### src/rtl/seg_pkg.sv
// Shared constants for the eight-digit seven-segment scan driver.
// Segment patterns are active-low, bit 6 = a ... bit 0 = g.
package seg_pkg;
  localparam int NUM_DIGITS = 8;
  localparam logic [6:0] SEG_BLANK = 7'h7F;
  localparam logic [6:0] SEG_0 = 7'b0000001;
  localparam logic [6:0] SEG_1 = 7'b1001111;
  localparam logic [6:0] SEG_2 = 7'b0010010;
  localparam logic [6:0] SEG_3 = 7'b0000110;
  localparam logic [6:0] SEG_4 = 7'b1001100;
  localparam logic [6:0] SEG_5 = 7'b0100100;
  localparam logic [6:0] SEG_6 = 7'b0100000;
  localparam logic [6:0] SEG_7 = 7'b0001111;
  localparam logic [6:0] SEG_8 = 7'b0000000;
  localparam logic [6:0] SEG_9 = 7'b0000100;
  localparam logic [6:0] SEG_A = 7'b0001000;
  localparam logic [6:0] SEG_B = 7'b1100000;
  localparam logic [6:0] SEG_C = 7'b0110001;
  localparam logic [6:0] SEG_D = 7'b1000010;
  localparam logic [6:0] SEG_E = 7'b0110000;
  localparam logic [6:0] SEG_F = 7'b0111000;
endpackage

### src/rtl/seg_hex_decode.sv
// Combinational hex nibble to active-low seven-segment decode.
// Ports: nib (4-bit hex digit in), seg (7-bit pattern out, a..g).
module seg_hex_decode
  import seg_pkg::*;
(
  input  logic [3:0] nib,
  output logic [6:0] seg
);

  always_comb begin
    seg = SEG_BLANK;
    unique case (nib)
      4'h0: seg = SEG_0;
      4'h1: seg = SEG_1;
      4'h2: seg = SEG_2;
      4'h3: seg = SEG_3;
      4'h4: seg = SEG_4;
      4'h5: seg = SEG_5;
      4'h6: seg = SEG_6;
      4'h7: seg = SEG_7;
      4'h8: seg = SEG_8;
      4'h9: seg = SEG_9;
      4'hA: seg = SEG_A;
      4'hB: seg = SEG_B;
      4'hC: seg = SEG_C;
      4'hD: seg = SEG_D;
      4'hE: seg = SEG_E;
      4'hF: seg = SEG_F;
    endcase
  end

endmodule

### src/rtl/seg_scan_driver.sv
// Eight-digit multiplexed 7-seg scanner with valid/ready load and
// frame-aligned display update. Ports: clk, rst_n (async, active-low),
// in_valid/in_ready/in_data (32-bit, 8 nibbles), en_mask (per-digit),
// an (active-low digit select), seg (active-low a..g).
// Optional: SEG_BLANK_LEADING_ZERO_EN blanks leading zero digits.
module seg_scan_driver
  import seg_pkg::*;
#(
  parameter int CLK_DIV = 50000
) (
  input  logic                  clk,
  input  logic                  rst_n,
  input  logic                  in_valid,
  output logic                  in_ready,
  input  logic [31:0]           in_data,
  input  logic [NUM_DIGITS-1:0] en_mask,
  output logic [NUM_DIGITS-1:0] an,
  output logic [6:0]            seg
);

  localparam int CW = (CLK_DIV > 1) ? $clog2(CLK_DIV) : 1;
  localparam logic [CW-1:0] CMAX = CW'(CLK_DIV - 1);

  logic [CW-1:0] cnt;
  logic [2:0]    idx;
  logic [31:0]   pend;
  logic [31:0]   disp;
  logic          pend_v;
  logic          tick;
  logic          frame_end;
  logic          xfer;
  logic [3:0]    nib;
  logic [6:0]    dec;
  logic          lead_blank;

  assign tick      = (cnt == CMAX);
  assign frame_end = tick && (idx == 3'd7);
  assign in_ready  = ~pend_v;
  assign xfer      = in_valid && ~pend_v;
  assign nib       = disp[{idx, 2'b00} +: 4];

  seg_hex_decode u_dec (
    .nib (nib),
    .seg (dec)
  );

`ifdef SEG_BLANK_LEADING_ZERO_EN
  // Highest nonzero nibble; digit 0 is never blanked.
  logic [2:0] top;
  always_comb begin
    top = 3'd0;
    for (int k = 1; k < NUM_DIGITS; k++) begin
      if (disp[4*k +: 4] != 4'h0) top = 3'(k);
    end
  end
  assign lead_blank = (idx > top);
`else
  assign lead_blank = 1'b0;
`endif

  always_ff @(posedge clk or negedge rst_n) begin
    if (!rst_n) begin
      cnt <= '0;
      idx <= 3'd0;
    end else begin
      cnt <= tick ? '0 : cnt + 1'b1;
      if (tick) idx <= idx + 3'd1;
    end
  end

  // Display only changes at a frame boundary so a frame never tears.
  always_ff @(posedge clk or negedge rst_n) begin
    if (!rst_n) begin
      pend   <= 32'h0;
      disp   <= 32'h0;
      pend_v <= 1'b0;
    end else if (frame_end && pend_v) begin
      disp   <= pend;
      pend_v <= 1'b0;
    end else if (xfer) begin
      pend   <= in_data;
      pend_v <= 1'b1;
    end
  end

  always_ff @(posedge clk or negedge rst_n) begin
    if (!rst_n) begin
      an  <= 8'hFF;
      seg <= SEG_BLANK;
    end else begin
      an  <= en_mask[idx] ? ~(8'd1 << idx) : 8'hFF;
      seg <= (!en_mask[idx] || lead_blank) ? SEG_BLANK : dec;
    end
  end

endmodule

### config.mk
export PLATFORM = sky130hd
export DESIGN_NAME = seg_scan_driver
export DESIGN_NICKNAME = d
export VERILOG_FILES = /design/src/rtl/seg_pkg.sv /design/src/rtl/seg_hex_decode.sv /design/src/rtl/seg_scan_driver.sv
export SDC_FILE = /design/constraint.sdc
export NUM_CORES = 1
export LEC_CHECK = 0
export BUFFER_PORTS_ARGS = -buffer_cell sky130_fd_sc_hd__buf_2
export CAP_MARGIN = 40
export CELL_PAD_IN_SITES_DETAIL_PLACEMENT = 0
export CELL_PAD_IN_SITES_GLOBAL_PLACEMENT = 1
export CORE_MARGIN = 2
export CORE_UTILIZATION = 41
export CTS_CLUSTER_SIZE = 12
export DETAILED_ROUTE_END_ITERATION = 12
export PLACE_DENSITY = 0.78
export SLEW_MARGIN = 25
export SYNTH_ARGS = -nofsm -noshare
export SYNTH_HDL_FRONTEND = slang
export SYNTH_SLANG_ARGS = --single-unit
### constraint.sdc
create_clock -name clk -period 4.81 [get_ports clk]
set_input_delay 0.962 -clock clk [delete_from_list [all_inputs] [get_ports clk]]
set_output_delay 0.962 -clock clk [all_outputs]
set_load 0.02 [all_outputs]
==> results of run 1 <==
## kinds of logic after synthesis
group,count (synthesis)
flip-flops,99
multiplexers,87
AND/OR/NAND/NOR,66
buffers and inverters,27
XOR/XNOR,16
AO/OA/AOI/OAI,13
adder cells (fa/ha/maj),13
## power by group
group | switching, mW | internal (mW)
registers | 0.0195 | 0.869
logic | 0.0367 | 0.0436
clock network | 0.300 | 0.214
total | 0.356 | 1.13
## sequential cells by signal (all words and copies together), names as in the netlist
name    flops
cnt        16
disp       32
idx         3
pend_v      1
an          8
pend       32
seg         7
## per-layer routing
layer,wire length (µm),global-route usage,part of all wire
met3,353,0.0404,0.044
met2,4050,0.245,0.50
met1,3560,0.197,0.44
met5,0,0,0
met4,106,0.0440,0.013
## cells in the mapped netlist, drive strengths merged
master,instances,area [µm²]
dfrtp,84,2100
mux2,70,796
nand2,17,63.8
dfstp,15,394
nor2,15,56.3
buf,13,91.3
ha,13,163
inv,11,41.3
nand3,10,50.1
mux2i,9,103
xor2,9,78.8
mux4,8,191
xnor2,7,61.3
and4,5,46.3
a211oi,4,35.0
and3,4,25.0
nand4,3,18.8
nor2b,3,18.8
o221ai,3,26.3
a21oi,2,10.0
and2,2,12.5
clkbuf,2,7.51
nand2b,2,12.5
nor4,2,12.5
a32oi,1,8.76
clkinv,1,3.75
nor3,1,5.00
nor4b,1,8.76
o211ai,1,7.51
o21ai,1,5.00
o311ai,1,8.76
or2,1,6.26
## cell usage in the layout (no fill, tap or decap), drive strengths merged
master / count
dfrtp: 84
mux2: 70
buf: 62
nand2: 17
nor2: 15
dfstp: 15
inv: 15
ha: 13
nand3: 10
clkbuf: 10
xor2: 9
mux2i: 9
mux4: 8
xnor2: 7
and4: 5
and3: 4
a211oi: 4
nand4: 3
o221ai: 3
nor2b: 3
clkinv: 3
and2: 2
nand2b: 2
a21oi: 2
nor4: 2
o311ai: 1
or2: 1
a32oi: 1
o211ai: 1
nor4b: 1
nor3: 1
o21ai: 1
## area by class of cell
class | instances | share of cell area
Clock buffer | 10 | 0.0271
Clock inverter | 6 | 0.0106
Inverter | 12 | 0.00886
Multi-Input combinational cell | 195 | 0.361
Sequential cell | 99 | 0.491
Tap cell | 140 | 0.0345
Timing Repair Buffer | 62 | 0.0674
## worst paths after layout
| check | from | end | slack (ns) | cells after the start |
|---|---|---|---|---|
| setup / recovery | cnt[0] | disp[4] | 2.15 | 7 |
| hold / removal | rst_n | cnt[13] | 0.47 | 1 |
| setup reg to reg | cnt[0] | disp[4] | 2.15 | 7 |
| hold reg to reg | disp[28] | disp[28] | 0.49 | 1 |
| max in group asynchronous | rst_n | disp[10] | 3.37 | 3 |
| min in group clk | disp[28] | disp[28] | 0.49 | 1 |
## worst max-delay path, delay by kind of cell, from the launching register on
family / cells / cell delay, ns
and+or+nand+nor: 4 / 1.10
DFF: 1 / 0.43
adders and majority gates: 1 / 0.26
buffers and inverters: 1 / 0.38
muxes: 1 / 0.38
## through the flow
stage	cell area (µm²)	hold WS [ns]	utilization
after floorplan	4470	0.449	-
after global routing	5080	0.462	0.473
final	5080	0.467	0.473
after CTS	5080	0.457	0.473
after detailed placement	4890	0.471	0.455
after global placement	4860	0.459	0.453
==> key figures, run 1 <==
Status
  – Status: finished, final reports clean

Placement
  – Number of port buffers: 58
  – Hpwl dp: 5750 µm
  – Dpl cells: 508
  – Post-Place Setup Slack: approximately 2.1 ns
  – Routability cong.: just under 0.8

Cells and area
  – Sequential Area: around 0.0025 mm²
  – Fin cells: 524
  – Area delta synth->final: 13.7%
  – Nets: 435
  – Layout fillers: ~1000
  – Antenna fix cells: 0
  – Multi-input gate area: 0.00183 mm²
  – Fraction of layout cells with a size suffix above 1: 0.367

CTS
  – Hold-fix buffers, CTS: 0
  – Htree depth: 3
  – Worst-path clk slew: around 0.1 ns
  – Worst-skew pair later-pin latency: between 0.3 and 0.4 ns
  – Root Buffer: clkbuf_8
  – Postcts setup bufs: 0
  – Total CTS buffers: 9
  – CTS tree: done
  – Clock sinks: between 90 and 100
  – PostCTS Resize Cnt: 0
  – Clk buf depth: 2

Floorplanning
  – Die Width: approximately 110 µm
  – I/O Pins: 59
  – Core region area: between 0.01 and 0.015 mm²
  – Full die area: between 0.01 and 0.015 mm²
  – Placement Rows: 38
  – Initial Utilization: 0.416
  – Die Y: ~110 µm

Global route
  – Tot GR Track Use: 0.150
  – Initial antenna violation count: 0
  – Pin count of the biggest net entering global routing: 54
  – Number of global-route vias before repair: about 2800
  – Global-route wire length before repair: 13700 µm
  – GRT Residual Overflow: 0

Critical path
  – WS Path Type: reg2reg
  – Crit path cell chain: ha_1 -> nand3_1 -> nor4_1 -> and3_1 -> and3_1 -> buf_4 -> mux2_1
  – CP Capture Type: flip-flop
  – Critical Path RT: ~5 ns
  – Most used cell, CP: and3_1
  – Arr. time, crit path: approximately 2.9 ns
  – Worst-path fanout max: 33
  – Largest stage delay, worst path: just over 0.5 ns
  – Setup crit start kind: flip-flop
  – CP max stage cell: and3_1

STA
  – Achievable frequency: roughly 380 MHz
  – Setup violations, final: 0
  – Setup ws final: about 2.2 ns
  – Period utilization: 0.552
  – Unrepaired setup endpoints after global routing: no
  – Crit path time final: approximately 2.7 ns
  – Setup TNS: 0 ns
  – Worst slew pin tran: approximately 0.74 ns
  – Max Slew Vio Count: 0
  – Worst Skew: about 0.012 ns
  – Slew headroom: 0.505
  – Hold Vio Cnt, Final: 0

Logic synthesis
  – Simple-gate share of the synthesized area: 0.0753
  – Synth Register Bits: 99
  – Syn_nets: 377
  – Number of distinct library cells after synthesis: 42
  – Xor/xnor share of the synthesized area: 0.0313
  – Syn Area/Cell: about 14 µm²
  – Compound-cell area share of the yosys netlist: 0.0227
  – Post-Synth Adder-Cell Area: 0.0364
  – Largest family of logic cells by synthesized area: multiplexers
  – Syn Inst Count: approximately 320
  – Post-synthesis cell area: 0.00447 mm²
  – Synth warn: 0
  – Multiplexer share of the synthesized area: 0.244
  – Sequential cell area fraction in the yosys report: 0.558

Routing
  – DR vias/cell: 5.01
  – Via count: 2625
  – DR pass1 iterations: 4
  – WL/cell: roughly 15 µm
  – Antenna Violating Nets Remaining: 0
  – Iter 0 DRT Violations: approximately 90
  – Overall routed net length: ~8100 µm
  – # DRC: 0

Worst hold path
  – Worst Hold Class: in2async

Pwr
  – Total power: approximately 1.5 mW
  – Max rail drop VDD: approximately 0.16 mV
  – Pwr dens: about 290 mW/mm²
  – LEAKAGE: around 2.4 nW

Flow run
  – Number of max-cap violations: 0
No activity file was read; power rests on OpenSTA's default activity.
==> run 2, diff against run 1 <==
Settings changed: PLACE_DENSITY 0.78 to 0.81.
Clock period 4.81 ns to 2.3 ns, I/O delays scaled along.
==> run 2 against run 1 <==
  * Maximum frequency is 24% higher
  * Via count increased by 0.99%
  * Sequential share of layout area decreased by 0.99 points
  * Clock power increased by 120%
  * Routed wire length down 0.74%
  * Combinational power rose by 110%
  * Die area stayed put
  * Critical endpoint is now disp[25]
  * Largest cell class unchanged
==> key figures, run 2 (synthesis gave the netlist of run 1 again) <==
Status
  – Status: finished, final reports clean (unchanged)

Placement
  – Dpl cells: 519 (was 508)
  – Placed Area: 0.00498 mm² (was 0.00489 mm²)
  – Number of port buffers: 58 (unchanged)
  – Hpwl dp: 5810 µm (was 5750 µm)
  – Routability cong.: 0.809 (was 0.785)
  – Post-Place Setup Slack: 0.0598 ns (was 2.14 ns)

Routing
  – Overall routed net length: 8010 µm (was 8070 µm)
  – Uppermost routed layer: met4 (unchanged)
  – Iter 0 DRT Violations: 116 (was 88)
  – # DRC: 0 (unchanged)
  – Wire length on met2: 3800 µm (was 4050 µm)
  – Metal3 WL: 365 µm (was 353 µm)
  – DR vias/cell: 4.96 (was 5.01)
  – Via count: 2651 (was 2625)
  – DR pass1 iterations: 4 (unchanged)
  – Antenna Violating Nets Remaining: 0 (unchanged)
  – M1 WL: 3760 µm (was 3560 µm)
  – WL/cell: 15.0 µm (was 15.4 µm)

Floorplanning
  – I/O Pins: 59 (unchanged)
  – Die Width: 108 µm (unchanged)
  – Placement Rows: 38 (unchanged)
  – Full die area: 0.0118 mm² (unchanged)
  – Die Y: 108 µm (unchanged)
  – Initial Utilization: 0.416 (unchanged)
  – Core region area: 0.0107 mm² (unchanged)

STA
  – Setup TNS: 0 ns (unchanged)
  – Worst Skew: 0.00842 ns (was 0.0121 ns)
  – Worst slew pin tran: 0.425 ns (was 0.742 ns)
  – Hold Vio Cnt, Final: 0 (unchanged)
  – Setup violations, final: 0 (unchanged)
  – Crit path time final: 2.14 ns (was 2.66 ns)
  – Period utilization: 0.929 (was 0.552)
  – Slew headroom: 0.717 (was 0.505)
  – Max Slew Vio Count: 0 (unchanged)
  – Achievable frequency: 468 MHz (was 376 MHz)
  – Setup ws final: 0.162 ns (was 2.15 ns)
  – Unrepaired setup endpoints after global routing: no (unchanged)

Cells and area
  – Fin cells: 535 (was 524)
  – Area delta synth->final: 16.2% (was 13.7%)
  – Most frequent cells in the layout: dfrtp_1, buf_2, mux2_2 (unchanged)
  – Core Util, Final: 0.483 (was 0.473)
  – Fraction of layout cells with a size suffix above 1: 0.395 (was 0.367)
  – Layout fillers: 978 (was 997)
  – Fin area: 0.00519 mm² (was 0.00508 mm²)
  – Nets: 446 (was 435)
  – Antenna fix cells: 0 (unchanged)
  – Top Registers: disp (32), pend (32), cnt (16) (unchanged)
  – Commonest non-fill, non-tap cell in the layout: dfrtp_1 (unchanged)

CTS
  – Hold-fix buffers, CTS: 0 (unchanged)
  – PostCTS Resize Cnt: 0 (unchanged)
  – Total CTS buffers: 9 (unchanged)
  – Postcts setup bufs: 0 (unchanged)
  – CTS tree: done (unchanged)
  – Root Buffer: clkbuf_8 (unchanged)
  – Worst-skew pair later-pin latency: 0.36 ns (about the same)
  – Clock sinks: 99 (unchanged)
  – Worst-path clk slew: 0.10 ns (about the same)
  – Htree depth: 3 (unchanged)
  – Clk buf depth: 2 (unchanged)

Critical path
  – WS Path Type: reg2reg (unchanged)
  – CP max stage cell: dfrtp_1 (was and3_1)
  – RR Startpoint: cnt[1] (was cnt[0])
  – Critical Path RT: 2.55 ns (was 5.05 ns)
  – Most used cell, CP: and3_1 (unchanged)
  – Crit path cell chain: ha_1 -> nand3_1 -> nor4_1 -> and3_1 -> and3_1 -> buf_12 -> mux2_1 (was ha_1 -> nand3_1 -> nor4_1 -> and3_1 -> and3_1 -> buf_4 -> mux2_1)
  – Arr. time, crit path: 2.38 ns (was 2.90 ns)
  – Setup crit start kind: flip-flop (unchanged)
  – CP Launch Point: cnt[1] (was cnt[0])
  – Largest stage delay, worst path: 0.42 ns (was 0.51 ns)
  – Buffers plus inverters on the worst setup path: 1 (unchanged)
  – Worst-path fanout max: 33 (unchanged)
  – CP Capture Type: flip-flop (unchanged)
  – CP top delay family: simple AND/OR/NAND/NOR gates (unchanged)

Pwr
  – Max rail drop VDD: 0.378 mV (was 0.160 mV)
  – Pwr dens: 611 mW/mm² (was 292 mW/mm²)
  – LEAKAGE: 2.47 nW (was 2.41 nW)

Global route
  – GRT Residual Overflow: 0 (unchanged)
  – Global-route wire length before repair: 13600 µm (was 13700 µm)
  – Number of global-route vias before repair: 2790 (was 2768)
  – Initial antenna violation count: 0 (unchanged)
  – Pin count of the biggest net entering global routing: 46 (was 54)
  – Tot GR Track Use: 0.149 (was 0.150)

Flow run
  – Number of max-cap violations: 0 (unchanged)

Worst hold path
  – Worst Hold Class: in2async (unchanged)
-- run 2: path summary, 6_finish.rpt --
| check | endpoint | slack [ns] | cells after the start |
|---|---|---|---|
| worst min-delay path | pend[24] | 0.02 | 1 |
| worst min register to register | disp[30] | 0.49 | 1 |
| max in group asynchronous | seg[3] | 1.57 | 2 |
| min in group clk | pend[0] | 0.31 | 2 |
| worst max register to register | disp[25] | 0.16 | 7 |
| worst max-delay path | disp[25] | 0.16 | 7 |
-- run 2: area by class of cell --
type,count,area (µm²),area share
clock inverter,7,82.6,0.0159
timing repair buffer,73,430,0.0829
clock buffer,9,124,0.0238
multi-input combinational,195,1840,0.354
sequential,99,2500,0.481
inverter,12,45.0,0.00867
tap,140,175,0.0337
-- run 2: routing by layer --
| layer | track usage | up-vias |
|---|---|---|
| li1 | - | 1271 |
| met4 | 0.0412 | 0 |
| met2 | 0.243 | 57 |
| met3 | 0.0356 | 8 |
| met1 | 0.199 | 1315 |
| met5 | 0 | - |
-- run 2: through the flow --
stage	hold WS, ns	total power, mW
after CTS	0.0218	3.22
after global placement	0.425	2.05
final	0.0240	3.17
after global routing	0.0279	3.32
after floorplan	0.164	1.95
after detailed placement	0.431	2.07
-- run 2: power by group --
part           internal (mW)  total, mW  switching, mW
Clock                  0.520       1.15          0.625
Combinational         0.0912      0.170         0.0788
Sequential              1.82       1.86         0.0399
Total                   2.43       3.17          0.744
==> run 3, diff against run 2 <==
Settings changed: CORE_ASPECT_RATIO set to 1.2.
==> run 3 against run 2 <==
  * Die area barely moved
  * Clock skew barely moved
  * Final area rose by 2.1%
  * Highest routed layer unchanged
  * Final cell count fell by 2.1%
  * Register-to-register slack improved by 0.02 ns
  * Combinational power barely moved
  * Total power rose by 15%
  * Non-clock buffer count rose by 1
  * Worst hold slack improved by 0.052 ns
  * Flip-flop and latch count did not move
  * Largest power group unchanged
  * Clock power rose by 40%
==> key figures, run 3 (synthesis gave the netlist of run 1 again) <==
Global route
  – Initial antenna violation count: 0 (unchanged)
  – Global-route wire length before repair: 14300 µm (was 13600 µm)
  – Tot GR Track Use: 0.154 (was 0.149)
  – Number of global-route vias before repair: 2957 (was 2790)
  – Pin count of the biggest net entering global routing: 43 (was 46)
  – GRT Residual Overflow: 0 (unchanged)

Cells and area
  – Most frequent cells in the layout: dfrtp_1, buf_2, mux2_2 (unchanged)
  – Commonest non-fill, non-tap cell in the layout: dfrtp_1 (unchanged)
  – Area delta synth->final: 18.6% (was 16.2%)
  – Nets: 447 (was 446)
  – Top Registers: disp (32), pend (32), cnt (16) (unchanged)
  – Fin cells: 524 (was 535)
  – Fraction of layout cells with a size suffix above 1: 0.387 (was 0.395)
  – Antenna fix cells: 0 (unchanged)
  – Layout fillers: 937 (was 978)

Critical path
  – WS Path Type: reg2reg (unchanged)
  – Worst-path fanout max: 5 (was 33)
  – Arr. time, crit path: 2.36 ns (was 2.38 ns)
  – CP Capture Type: flip-flop (unchanged)
  – Critical Path RT: 2.55 ns (about the same)
  – Setup crit start kind: flip-flop (unchanged)

CTS
  – Clk buf depth: 2 (unchanged)
  – Total CTS buffers: 9 (unchanged)
  – CTS tree: done (unchanged)
  – Worst-skew pair later-pin latency: 0.34 ns (was 0.36 ns)
  – Clock sinks: 99 (unchanged)
  – Hold-fix buffers, CTS: 0 (unchanged)
  – PostCTS Resize Cnt: 0 (unchanged)
  – Worst-path clk slew: 0.06 ns (was 0.10 ns)
  – Postcts setup bufs: 0 (unchanged)
  – Htree depth: 3 (unchanged)
  – Root Buffer: clkbuf_16 (was clkbuf_8)

STA
  – Hold_ws: 0.0760 ns (was 0.0240 ns)
  – Worst Skew: 0.00825 ns (was 0.00842 ns)
  – Slew headroom: 0.696 (was 0.717)
  – Setup ws final: 0.185 ns (was 0.162 ns)
  – Setup TNS: 0 ns (unchanged)
  – Unrepaired setup endpoints after global routing: no (unchanged)
  – Max Slew Vio Count: 0 (unchanged)
  – Setup violations, final: 0 (unchanged)
  – Achievable frequency: 473 MHz (was 468 MHz)
  – Worst slew pin tran: 0.456 ns (was 0.425 ns)
  – Crit path time final: 2.12 ns (was 2.14 ns)
  – Hold Vio Cnt, Final: 0 (unchanged)
  – Period utilization: 0.920 (was 0.929)

Floorplanning
  – Placement Rows: 41 (was 38)
  – I/O Pins: 59 (unchanged)
  – Initial Utilization: 0.423 (was 0.416)
  – Die Y: 118 µm (was 108 µm)
  – Die Width: 99.3 µm (was 108 µm)
  – Full die area: 0.0118 mm² (about the same)
  – Core region area: 0.0106 mm² (was 0.0107 mm²)

Placement
  – Dpl cells: 509 (was 519)
  – Hpwl dp: 6080 µm (was 5810 µm)
  – Number of port buffers: 58 (unchanged)
  – Routability cong.: 0.790 (was 0.809)
  – Post-Place Setup Slack: 0.168 ns (was 0.0598 ns)

Pwr
  – Pwr dens: 685 mW/mm² (was 611 mW/mm²)
  – Total power: 3.63 mW (was 3.17 mW)
  – Max rail drop VDD: 0.372 mV (was 0.378 mV)
  – LEAKAGE: 2.53 nW (was 2.47 nW)

Worst hold path
  – Worst Hold Class: in2async (unchanged)

Routing
  – Antenna Violating Nets Remaining: 0 (unchanged)
  – Iter 0 DRT Violations: 82 (was 116)
  – DR vias/cell: 5.14 (was 4.96)
  – Via count: 2693 (was 2651)
  – # DRC: 0 (unchanged)
  – WL/cell: 15.6 µm (was 15.0 µm)
  – Overall routed net length: 8170 µm (was 8010 µm)
  – DR pass1 iterations: 4 (unchanged)

Flow run
  – Number of max-cap violations: 0 (unchanged)

Status
  – Status: finished, final reports clean (unchanged)
[run 3: cell types whose count changed in the layout (fill, tap and decap cells not counted), sizes merged]
cell    change
clkinv      -1
buf         +1
clkbuf      +2
inv         -3
bufinv      +1
[run 3: area by class of cell]
class,count,area [µm²],area share
tap,129,161,0.0304
multi-input combinational,195,1830,0.346
sequential,99,2500,0.471
clock buffer,11,253,0.0477
clock inverter,4,73.8,0.0139
timing repair buffer,74,438,0.0826
inverter,12,45.0,0.00850
[run 3: per-layer routing]
| layer | vias up | global-route usage | routed length (µm) | part of all wire |
|---|---|---|---|---|
| li1 | 1275 | - | - | - |
| met1 | 1347 | 0.185 | 3390 | 0.41 |
| met2 | 61 | 0.269 | 4330 | 0.53 |
| met3 | 10 | 0.0260 | 298 | 0.036 |
| met4 | 0 | 0.0651 | 155 | 0.019 |
| met5 | - | 0 | 0 | 0 |
[run 3: power by group]
| part | internal, mW | total [mW] | switching (mW) |
|---|---|---|---|
| registers | 1.82 | 1.86 | 0.0398 |
| logic | 0.0912 | 0.170 | 0.0789 |
| clock network | 1.01 | 1.61 | 0.600 |
[run 3: worst paths after layout]
| check | from | depth (start not counted) | endpoint | slack (ns) |
|---|---|---|---|---|
| setup reg to reg | idx[1] | 7 | seg[3] | 0.18 |
| hold reg to reg | disp[27] | 1 | disp[27] | 0.48 |
| hold / removal | rst_n | 1 | disp[27] | 0.08 |
| min in group clk | in_data[31] | 2 | pend[31] | 0.34 |
| max in group asynchronous | rst_n | 2 | seg[3] | 1.50 |
| setup / recovery | idx[1] | 7 | seg[3] | 0.18 |
[run 3: per-stage QoR]
stage | area, µm² | util
detailed placement | 4970 | 0.471
CTS | 5300 | 0.502
global route | 5300 | 0.502
finish | 5300 | 0.502
global placement | 4970 | 0.471
floorplan | 4470 | -
[run 3: worst max-delay path, stage by stage, from the launching register on]
cell and delay (ns):
dfrtp_2 0.42, mux4_1 0.55, mux2_2 0.32, inv_2 0.11, ha_1 0.24, inv_1 0.08, mux2i_1 0.07, a32oi_1 0.22
